`config.mk`:
```
export PLATFORM = sky130hd
export DESIGN_NAME = cnt_to_fnd
export DESIGN_NICKNAME = d
export VERILOG_FILES = /design/src/rtl/fnd_pkg.sv /design/src/rtl/bin2bcd_seq.sv /design/src/rtl/cnt_to_fnd.sv
export SDC_FILE = /design/constraint.sdc
export NUM_CORES = 1
export LEC_CHECK = 0
export ABC_AREA = 0
export ABC_CLOCK_PERIOD_IN_PS = 3700
export CAP_MARGIN = 20
export CORE_UTILIZATION = 50
export DETAILED_ROUTE_END_ITERATION = 7
export PLACE_DENSITY = 0.76
export SKIP_LAST_GASP = 1
export SLEW_MARGIN = 10
export SYNTH_ARGS = -nofsm -noshare
export SYNTH_HDL_FRONTEND = slang
export SYNTH_SLANG_ARGS = --single-unit
export TNS_END_PERCENT = 1
```
`constraint.sdc`:
```
create_clock -name clk -period 3.7 [get_ports clk]
set_input_delay 0.37 -clock clk [delete_from_list [all_inputs] [get_ports clk]]
set_output_delay 0.37 -clock clk [all_outputs]
set_load 0.02 [all_outputs]
```
`src/rtl/fnd_pkg.sv`:
```
// ============================================================================
// Module   : fnd_pkg
// Brief    : Shared FSM encoding, 7-segment patterns and select codes for cnt_to_fnd
// Revision : 1.0
// ============================================================================
`default_nettype none

package fnd_pkg;

  typedef enum logic [1:0] {
    ST_IDLE = 2'd0,
    ST_CONV = 2'd1,
    ST_LOAD = 2'd2
  } state_t;

  // Segment order is {g,f,e,d,c,b,a}, active-high
  localparam logic [6:0] SEG_0     = 7'b0111111;
  localparam logic [6:0] SEG_1     = 7'b0000110;
  localparam logic [6:0] SEG_2     = 7'b1011011;
  localparam logic [6:0] SEG_3     = 7'b1001111;
  localparam logic [6:0] SEG_4     = 7'b1100110;
  localparam logic [6:0] SEG_5     = 7'b1101101;
  localparam logic [6:0] SEG_6     = 7'b1111101;
  localparam logic [6:0] SEG_7     = 7'b0000111;
  localparam logic [6:0] SEG_8     = 7'b1111111;
  localparam logic [6:0] SEG_9     = 7'b1101111;
  localparam logic [6:0] SEG_DASH  = 7'b1000000;
  localparam logic [6:0] SEG_BLANK = 7'b0000000;

  localparam logic [1:0] DIGIT_ONES = 2'b10;
  localparam logic [1:0] DIGIT_TENS = 2'b01;

  localparam logic [6:0] CNT_MAX  = 7'd99;
  // Display-register code for the dash glyph; never a valid BCD digit
  localparam logic [3:0] DIG_DASH = 4'hA;

  function automatic logic [6:0] seg_decode(input logic [3:0] digit);
    logic [6:0] seg;
    case (digit)
      4'd0:     seg = SEG_0;
      4'd1:     seg = SEG_1;
      4'd2:     seg = SEG_2;
      4'd3:     seg = SEG_3;
      4'd4:     seg = SEG_4;
      4'd5:     seg = SEG_5;
      4'd6:     seg = SEG_6;
      4'd7:     seg = SEG_7;
      4'd8:     seg = SEG_8;
      4'd9:     seg = SEG_9;
      DIG_DASH: seg = SEG_DASH;
      default:  seg = SEG_BLANK;
    endcase
    return seg;
  endfunction

endpackage

`default_nettype wire

```
`src/rtl/bin2bcd_seq.sv`:
```
// ============================================================================
// Module   : bin2bcd_seq
// Brief    : Sequential 7-bit double-dabble, one shift-add-3 iteration per cycle
// Revision : 1.0
// ============================================================================
`default_nettype none

module bin2bcd_seq
  import fnd_pkg::*;
(
  input  logic       clk,
  input  logic       reset_n,
  input  logic       start,
  input  logic [6:0] bin,
  output logic       done,
  output logic [3:0] tens,
  output logic [3:0] ones
);

  localparam logic [2:0] C_LAST_ITER = 3'd6;

  // {tens[3:0], ones[3:0], bin[6:0]}
  logic [14:0] r_sr;
  logic [14:0] w_adj;
  logic [2:0]  r_iter;
  logic        r_run;

  always_comb begin
    w_adj = r_sr;
    if (r_sr[10:7] >= 4'd5)  w_adj[10:7]  = r_sr[10:7] + 4'd3;
    if (r_sr[14:11] >= 4'd5) w_adj[14:11] = r_sr[14:11] + 4'd3;
  end

  always_ff @(posedge clk or negedge reset_n) begin
    if (!reset_n) begin
      r_sr   <= '0;
      r_iter <= '0;
      r_run  <= 1'b0;
    end else if (start) begin
      r_sr   <= {8'd0, bin};
      r_iter <= '0;
      r_run  <= 1'b1;
    end else if (r_run) begin
      r_sr   <= {w_adj[13:0], 1'b0};
      r_iter <= r_iter + 3'd1;
      if (r_iter == C_LAST_ITER) r_run <= 1'b0;
    end
  end

  // Asserted during the final iteration so the caller can move on at that edge
  assign done = r_run && (r_iter == C_LAST_ITER);
  assign tens = r_sr[14:11];
  assign ones = r_sr[10:7];

endmodule

`default_nettype wire

```
`src/rtl/cnt_to_fnd.sv`:
```
// ============================================================================
// Module   : cnt_to_fnd
// Brief    : 0..99 count to 2-digit multiplexed 7-segment driver.
//            Optional macro FND_LZ_BLANK_EN blanks a leading zero in the tens digit.
// Revision : 1.0
// ============================================================================
`default_nettype none

module cnt_to_fnd
  import fnd_pkg::*;
#(
  parameter int unsigned P_REFRESH_DIV = 50000,
  parameter bit          P_SEG_ACT_LOW = 1'b0
) (
  input  logic       clk,
  input  logic       reset_n,
  input  logic [6:0] i_cnt,
  input  logic       i_valid,
  output logic       o_busy,
  output logic [6:0] o_seg,
  output logic [1:0] o_digit_sel
);

  localparam int unsigned     SCAN_W    = (P_REFRESH_DIV > 1) ? $clog2(P_REFRESH_DIV) : 1;
  localparam logic [SCAN_W-1:0] SCAN_LAST = SCAN_W'(P_REFRESH_DIV - 1);
  localparam logic [6:0]      SEG_POL   = P_SEG_ACT_LOW ? 7'h7F : 7'h00;

  state_t      r_state, w_state_nxt;
  logic        w_start, w_load, w_done;
  logic [6:0]  w_start_val;
  logic        r_pend, r_ovr;
  logic [6:0]  r_pend_val;
  logic [3:0]  r_tens, r_ones, w_bcd_tens, w_bcd_ones;

  bin2bcd_seq u_bin2bcd (
    .clk     (clk),
    .reset_n (reset_n),
    .start   (w_start),
    .bin     (w_start_val),
    .done    (w_done),
    .tens    (w_bcd_tens),
    .ones    (w_bcd_ones)
  );

  always_ff @(posedge clk or negedge reset_n) begin
    if (!reset_n) r_state <= ST_IDLE;
    else          r_state <= w_state_nxt;
  end

  // A fresh strobe in IDLE wins over the pending value: it is the newest
  always_comb begin
    w_state_nxt = r_state;
    w_start     = 1'b0;
    w_start_val = i_cnt;
    w_load      = 1'b0;
    case (r_state)
      ST_IDLE: begin
        if (i_valid) begin
          w_start     = 1'b1;
          w_state_nxt = ST_CONV;
        end else if (r_pend) begin
          w_start     = 1'b1;
          w_start_val = r_pend_val;
          w_state_nxt = ST_CONV;
        end
      end
      ST_CONV: if (w_done) w_state_nxt = ST_LOAD;
      ST_LOAD: begin
        w_load      = 1'b1;
        w_state_nxt = ST_IDLE;
      end
      default: w_state_nxt = ST_IDLE;
    endcase
  end

  assign o_busy = (r_state != ST_IDLE);

  always_ff @(posedge clk or negedge reset_n) begin
    if (!reset_n) begin
      r_pend     <= 1'b0;
      r_pend_val <= '0;
      r_ovr      <= 1'b0;
      r_tens     <= '0;
      r_ones     <= '0;
    end else begin
      if (o_busy && i_valid) begin
        r_pend     <= 1'b1;
        r_pend_val <= i_cnt;
      end else if (w_start) begin
        r_pend     <= 1'b0;
      end
      if (w_start) r_ovr <= (w_start_val > CNT_MAX);
      if (w_load) begin
        r_tens <= r_ovr ? DIG_DASH : w_bcd_tens;
        r_ones <= r_ovr ? DIG_DASH : w_bcd_ones;
      end
    end
  end

  logic [SCAN_W-1:0] r_scan;
  logic              r_sel_tens, w_sel_tens_nxt, w_wrap, w_blank;
  logic [3:0]        w_digit;
  logic [6:0]        r_seg, w_seg_nxt;

  // Decode from the next active digit so o_seg and o_digit_sel switch together
  assign w_wrap         = (r_scan == SCAN_LAST);
  assign w_sel_tens_nxt = r_sel_tens ^ w_wrap;
  assign w_digit        = w_sel_tens_nxt ? r_tens : r_ones;

`ifdef FND_LZ_BLANK_EN
  assign w_blank = w_sel_tens_nxt && (r_tens == 4'd0);
`else
  assign w_blank = 1'b0;
`endif

  assign w_seg_nxt = (w_blank ? SEG_BLANK : seg_decode(w_digit)) ^ SEG_POL;

  always_ff @(posedge clk or negedge reset_n) begin
    if (!reset_n) begin
      r_scan     <= '0;
      r_sel_tens <= 1'b0;
      r_seg      <= SEG_0 ^ SEG_POL;
    end else begin
      r_scan     <= w_wrap ? '0 : r_scan + 1'b1;
      r_sel_tens <= w_sel_tens_nxt;
      r_seg      <= w_seg_nxt;
    end
  end

  assign o_seg       = r_seg;
  assign o_digit_sel = r_sel_tens ? DIGIT_TENS : DIGIT_ONES;

endmodule

`default_nettype wire

```
# [Word-level counts from Yosys, hierarchy flattened]
# Memory sizes are Yosys's and may differ from the RTL's. A register that Yosys moved wholly into a read port is not among the register bits.
# Cells that the tools add are included.
[totals] ff_bits=55 romBits=112 input_bits=10 n_memories=1
[mem_list] name="(name not given)" words=16 width=7 read_ports=1 rd_ports_with_merged_regs=1 wr=0 line="fnd_pkg.sv:39" source="case (digit)"
[op_classes] addsub=4 n_lt_le_gt_ge=3 n_eq_ne=6 muxes=27 bitwise_logic=1 reduce_logical=8
[ops] operator="15-bit two-way mux" count=2
[ops] operator="7-bit two-way mux" count=3
[ops] operator="16-bit by 1-bit adder with 16-bit output (second input constant)" count=1
[ops] operator="16-bit equality test (second input constant)" count=1
[ops] operator="16-bit two-way mux" count=1
[ops] operator="4-bit two-way mux" count=4
[ops] operator="1-bit two-way mux" count=9
[ops] operator="3-bit two-way mux" count=3
[ops] operator="4-bit by 3-bit greater-or-equal comparator with 1-bit output (second input constant)" count=2
[ops] operator="2-bit two-way mux" count=4
[ops] operator="7-bit > comparator (second input constant)" count=1
[ops] operator="2-bit nonzero test" count=3
[ops] operator="4-bit by 2-bit adder with 4-bit output (second input constant)" count=1
[ops] operator="2-bit one-hot mux with 2 select lines" count=1
[ops] operator="3-bit by 1-bit adder with 3-bit output (second input constant)" count=1
[ops] operator="3-bit by 2-bit adder with 3-bit output (second input constant)" count=1
[ops] operator="3-bit equality test (second input constant)" count=1
[ops] operator="3-bit != test (second input constant)" count=1
[ops] operator="2-bit by 1-bit equality test with 1-bit output (second input constant)" count=1
[ops] operator="2-bit equality test (second input constant)" count=1
[ops] operator="1-bit logical AND" count=2
[ops] operator="2-bit zero test" count=1
[ops] operator="2-bit by 1-bit != test with 1-bit output (second input constant)" count=1
[ops] operator="2-bit AND reduction" count=1
[ops] operator="other kinds (2)" count=2

# [Depth between registers and ports, before layout]
[depth] ltp_word=5 ltp_mapped=12

# [Modules after synthesis]
# Synthesis repeated with hierarchy kept, for this count alone.
[hier_totals] hier_cells=329 area_unflattened_um2=3348.2
[by_module_without_submodules] mod="cnt_to_fnd" instances=1 cells_each=215 area_per_inst_um2=2277.2
[by_module_without_submodules] mod="bin2bcd_seq" instances=1 cells_each=114 area_per_inst_um2=1071.0

# [Least setup slack after synthesis]
# No wires, ideal clock.
[synth_timing] path_kind="flip-flop to flip-flop" startpoint="register r_scan[0]" endpoint="register r_seg[4] (netlist: o_seg[4])" setup_ps=81 arrival_time_ps=2487 t_required_ps=3619 slack_ps=1132 path_stages_with_launch=12 synth_period_minus_slack_ps=2568 path_cell_list="dfrtp_1 -> ha_1 -> and3_1 -> and4_1 -> buf_6 -> xnor2_4 -> mux2_2 -> inv_1 -> ha_1 -> a21oi_1 -> or3_1 -> o211ai_1"
[synth_between] elab_chain_cells=3
[synth_rtl] item="from (decl)" line="cnt_to_fnd.sv:100" source="logic [SCAN_W-1:0] r_scan;"
[synth_rtl] item="from (signal assigned)" line="cnt_to_fnd.sv:124" source="r_scan <= w_wrap ? '0 : r_scan + 1'b1;"
[synth_rtl] item="16-bit equality test" line="cnt_to_fnd.sv:106" source="assign w_wrap = (r_scan == SCAN_LAST);"
[synth_rtl] item="1-bit bitwise XOR" line="cnt_to_fnd.sv:107" source="assign w_sel_tens_nxt = r_sel_tens ^ w_wrap;"
[synth_rtl] item="4-bit two-way mux" line="cnt_to_fnd.sv:108" source="assign w_digit = w_sel_tens_nxt ? r_tens : r_ones;"
[synth_rtl] item="to (decl)" line="cnt_to_fnd.sv:103" source="logic [6:0] r_seg, w_seg_nxt;"
# Every way passes these cells.
# A chain may end at the register's enable or synchronous reset.

# [Worst setup path in the final report]
# Same ends and word-level chain as after synthesis.

==> reports/results.env <==
VIAS=2183
FLOORPLAN.INITIALDENSITY_PCT=53.3
FINAL-HOLD-VIOLATION-COUNT=0
CRITPATHLAUNCHTYPE='register'
FINISH.NET_COUNT=355
SHARE_OF_SYNTHESIZED_CELL_AREA_IN_AND_OR_NAND_AND_NOR_GATES_PCT=17.3
CP_COMMON_CELL='ha_1'
WORSTMARGINPINSLEW_PS=983
FINAL_SKEW_PS=3.94
CTSROOTBUFFERMASTER='clkbuf_8'
FIRST_PASS_ITERS=4
TIMING.RR.START='r_scan[0]$_DFF_PN0_'
TRITONCTS='done'
SYNTH_ADDER_AREA_SHARE_PCT=5.03
YS_WARN_COUNT=0
DIEWIDTH_UM=82.4
INTERNAL_POWER_mW=1.76
TIMING.CRITICAL_PATH.CELLS='ha_1, and3_1, and4_1, xnor2_4, mux2_2, inv_1, ha_1, a21oi_1, or3_1, o211ai_1'
CRITPATHREQUIREDTIME_PS=3960
CLK_TRANSITION_REPORTED_PATHS_PS=70
PATH_CLASS='register to register'
CLOCK_SINK_COUNT=62
FLOORPLAN.IO_PINS=20
ANT_NETS=0
CRIT_PATH_END_KIND='register'
POSTCTSSETUPBUFFERS=0
SYNTH_XOR_AREA_SHARE_PCT=6.55
PWR-SHARE-COMB_PCT=33.6
PORTBUFFERS=19
GROUTE.USAGE.OVERALL_PCT=19.2
TIMING.REG2REG.SETUP_SLACK_PS=680
TRITONCTS.NUM_BUFFERS=9
INITIALDRTVIOLATIONCOUNT=73
CLOCK_PATH_BUFFERS=2
CRIT_PATH_MAX_FANOUT=15
PART_OF_THE_TOTAL_POWER_DISSIPATED_IN_THE_CLOCK_NETWORK_PCT=24.5
LAYOUT_COMMONEST_CELL='dfrtp_1'
FLOORPLAN.DIE_AREA_UM2=6790
SIGNED_AREA_CHANGE_FROM_THE_SYNTHESIZED_NETLIST_TO_THE_FINAL_LAYOUT_PCT=12.8
CRIT_PATH_START='r_scan[0]$_DFF_PN0_'
COREAREA_UM2=6060
YOSYS.CELL_TYPES.COUNT=44
RSZ0062_AT_GRT='no'
PIN_COUNT_OF_THE_BIGGEST_NET_ENTERING_GLOBAL_ROUTING=40
SYNTH_COMPOUND_GATE_AREA_SHARE_PCT=9.53
PLACED_CELLS_INCL_TAPS=396
YOSYS-MUX-AREA-FRACTION_PCT=8.44
POST-LAYOUT-TOTAL-POWER_mW=2.69
PLACEDINSTANCEAREA_UM2=3420
POSTROUTEWIRELENGTH_MM=5.32
INSERTEDDIODECOUNT=0
MIN_PERIOD_OVER_PERIOD_PCT=81.7
TOTAL_NUMBER_OF_PLACEMENT_ROWS=28
POST_SYNTH_EDFFS=0
MAXSLEWHEADROOM_PCT=34.4
POSTSYNTHCELLCOUNT=315
NUMBER_OF_ENDPOINTS_FAILING_SETUP_AT_THE_FINAL_STAGE=0
MAX_FREQ_MHz=331
SYNTH_FLOP_CELL='dfrtp_1'
SYN-MEAN-INSTANCE-AREA_UM2=10.3
TIMING.CRITICAL_PATH.SLOWEST_STAGE_CELL='xnor2_4'
PLACE.DETAILED.HPWL_MM=3.66
WORST_MIN_PATH_CLASS='input pin to async pin'
FINALNONFILLERCELLS=411
MAX_STAGE_DELAY_PS=450
GRT_ANTENNA_BEFORE_REPAIR=0
YOSYS_REGISTER_BITS=62
SYNTHESIS.AREA_UM2=3230
GRT_PASS1_WL_MM=9.49
RUN_STATUS='completed'
CTS_RESIZES=0
WORST_SKEW_PAIR.LATE_LATENCY_PS=340
IR_WORST_VDD_V=0.000420
POWER_PER_CELL_AREA_nW_PER_UM2=738
POSTSYNTH.ASYNCRESETSHARE_PCT=100
SYNTH_TOP_FAMILY_BY_AREA='simple AND/OR/NAND/NOR gates'
VIAS_IN_THE_FIRST_GLOBAL_ROUTE=2135
LAYOUT.CELLS.MOST_COMMON_LIST='dfrtp_1 (56), nor2_1 (40), nand2_1 (24)'
FINALSETUPTNS_PS=0
DRIVE_ABOVE_1_SHARE_PCT=12.2
GP_CONGESTION=0.802
GRT_REMAINING_OVERFLOW=0
POST_DRT_VIA_CELL_RATIO=5.31
SWITCHINGPOWER_mW=0.930
SYNTH_SEQUENTIAL_AREA_RATIO_PCT=48.3
POST_CTS_HOLD_BUFFER_COUNT=0
SWSHARE_PCT=34.6
SYNTH_NETS=338
POWER.LEAKAGE_nW=1.68
HTREE_LEVELS=3
SLEW_LIMIT_FAILS=0
DETAIL_ROUTE.DRC_VIOLATIONS=0
WL_PER_CELL_UM=12.9
DRV.MAX_CAP_VIOLATION_COUNT=0
DIEHEIGHT_UM=82.4
PERIOD_MINUS_SLACK_PS=3020
FINAL_DESIGN_AREA_NO_FILL_UM2=3640
WORST_EP_ARRIVAL_TIME_PS=3280
P_SEQ_SHARE_PCT=41.9
state kept, by name, summed over array words and instances (netlist names):
register / cells
r_state: 2
r_pend: 1
r_sel_tens: 1
u_bin2bcd.r_iter: 3
r_pend_val: 7
r_ovr: 1
o_seg: 7
r_tens: 4
u_bin2bcd.r_sr: 15
u_bin2bcd.r_run: 1
r_scan: 16
r_ones: 4
cell type report:
cell class	instances	area (um^2)
multi-input cells	223	1510
inverters	15	56.3
well taps	75	93.8
fillers	513	2420
clock buffers	11	151
clock inverters	4	70.1
flip-flops and latches	62	1560
repair buffers	21	200
cells by family (layout without fill, tap and decap cells):
logic type               after synthesis  after routing
adder cells (fa/ha/maj)               13             13
multiplexers                          26             26
buffers and inverters                 30             51
XOR/XNOR                              22             22
AO/OA/AOI/OAI                         50             50
AND/OR/NAND/NOR                      112            112
flip-flops                            62             62
final timing paths:
kind                                                  endpoint  cells after the start
worst max-delay path                        o_seg[4]$_DFF_PN1_                     10
worst min-delay path                 r_pend_val[2]$_DFFE_PN0P_                      1
worst max register to register              o_seg[4]$_DFF_PN1_                     10
worst min register to register   u_bin2bcd.r_sr[0]$_DFFE_PN0P_                      2
max in group asynchronous       u_bin2bcd.r_sr[11]$_DFFE_PN0P_                      2
min in group clk                 u_bin2bcd.r_sr[0]$_DFFE_PN0P_                      2
power by group through the flow:
| stage | combinational, mW | sequential [mW] | clock (mW) |
|---|---|---|---|
| finish | 0.904 | 1.13 | 0.659 |
| global route | 1.06 | 1.17 | 0.709 |
| CTS | 0.916 | 1.12 | 0.676 |
| detailed placement | 0.909 | 1.13 | 0 |
| global placement | 0.876 | 1.12 | 0 |
| floorplan | 0.783 | 1.05 | 0 |
per-stage QoR:
step | utilization [%] | hold WS (ps) | setup slack (ps)
3_3_place_gp | 56.5 | 467 | 814
2_1_floorplan | - | 74.4 | 1130
3_5_place_dp | 56.5 | 478 | 701
5_1_grt | 60.1 | 194 | 493
6_report | 60.1 | 129 | 678
4_1_cts | 60.1 | 154 | 688
routing by layer:
metal  vias to the layer above  share of wire (%)  global-route usage [%]
li1                       1107                  -                       -
met1                      1035                 48                    23.3
met2                        35                 47                    30.9
met3                         6                3.6                    4.95
met4                         0                1.3                    10.9
met5                         -                  0                       0
synthesized netlist by cell type (all sizes together), types with 6 or more instances:
library cell  instances  share of area, %
dfrtp                56                43
nor2                 40               4.6
nand2                24               2.8
a21oi                17               2.6
mux2i                16               5.0
inv                  15               1.7
ha                   13               5.0
nand3                13               2.0
o21ai                13               2.0
xnor2                11               3.6
xor2                 11               3.0
mux2                 10               3.5
buf                   9               2.1
nand2b                8               1.5
clkbuf                6               1.0
dfstp                 6               4.9
worst max-delay path: cells and delay by family, from the launching register on:
family                     cells  cell delay [ps]
xor gates and xnor gates       1              450
muxes                          1              430
adders and majority gates      2              460
and+or+nand+nor                3              890
buffers and inverters          1              140
DFF                            1              410
AOI/OAI and AO/OA              2              170
Power figures use the tool's default switching activity.
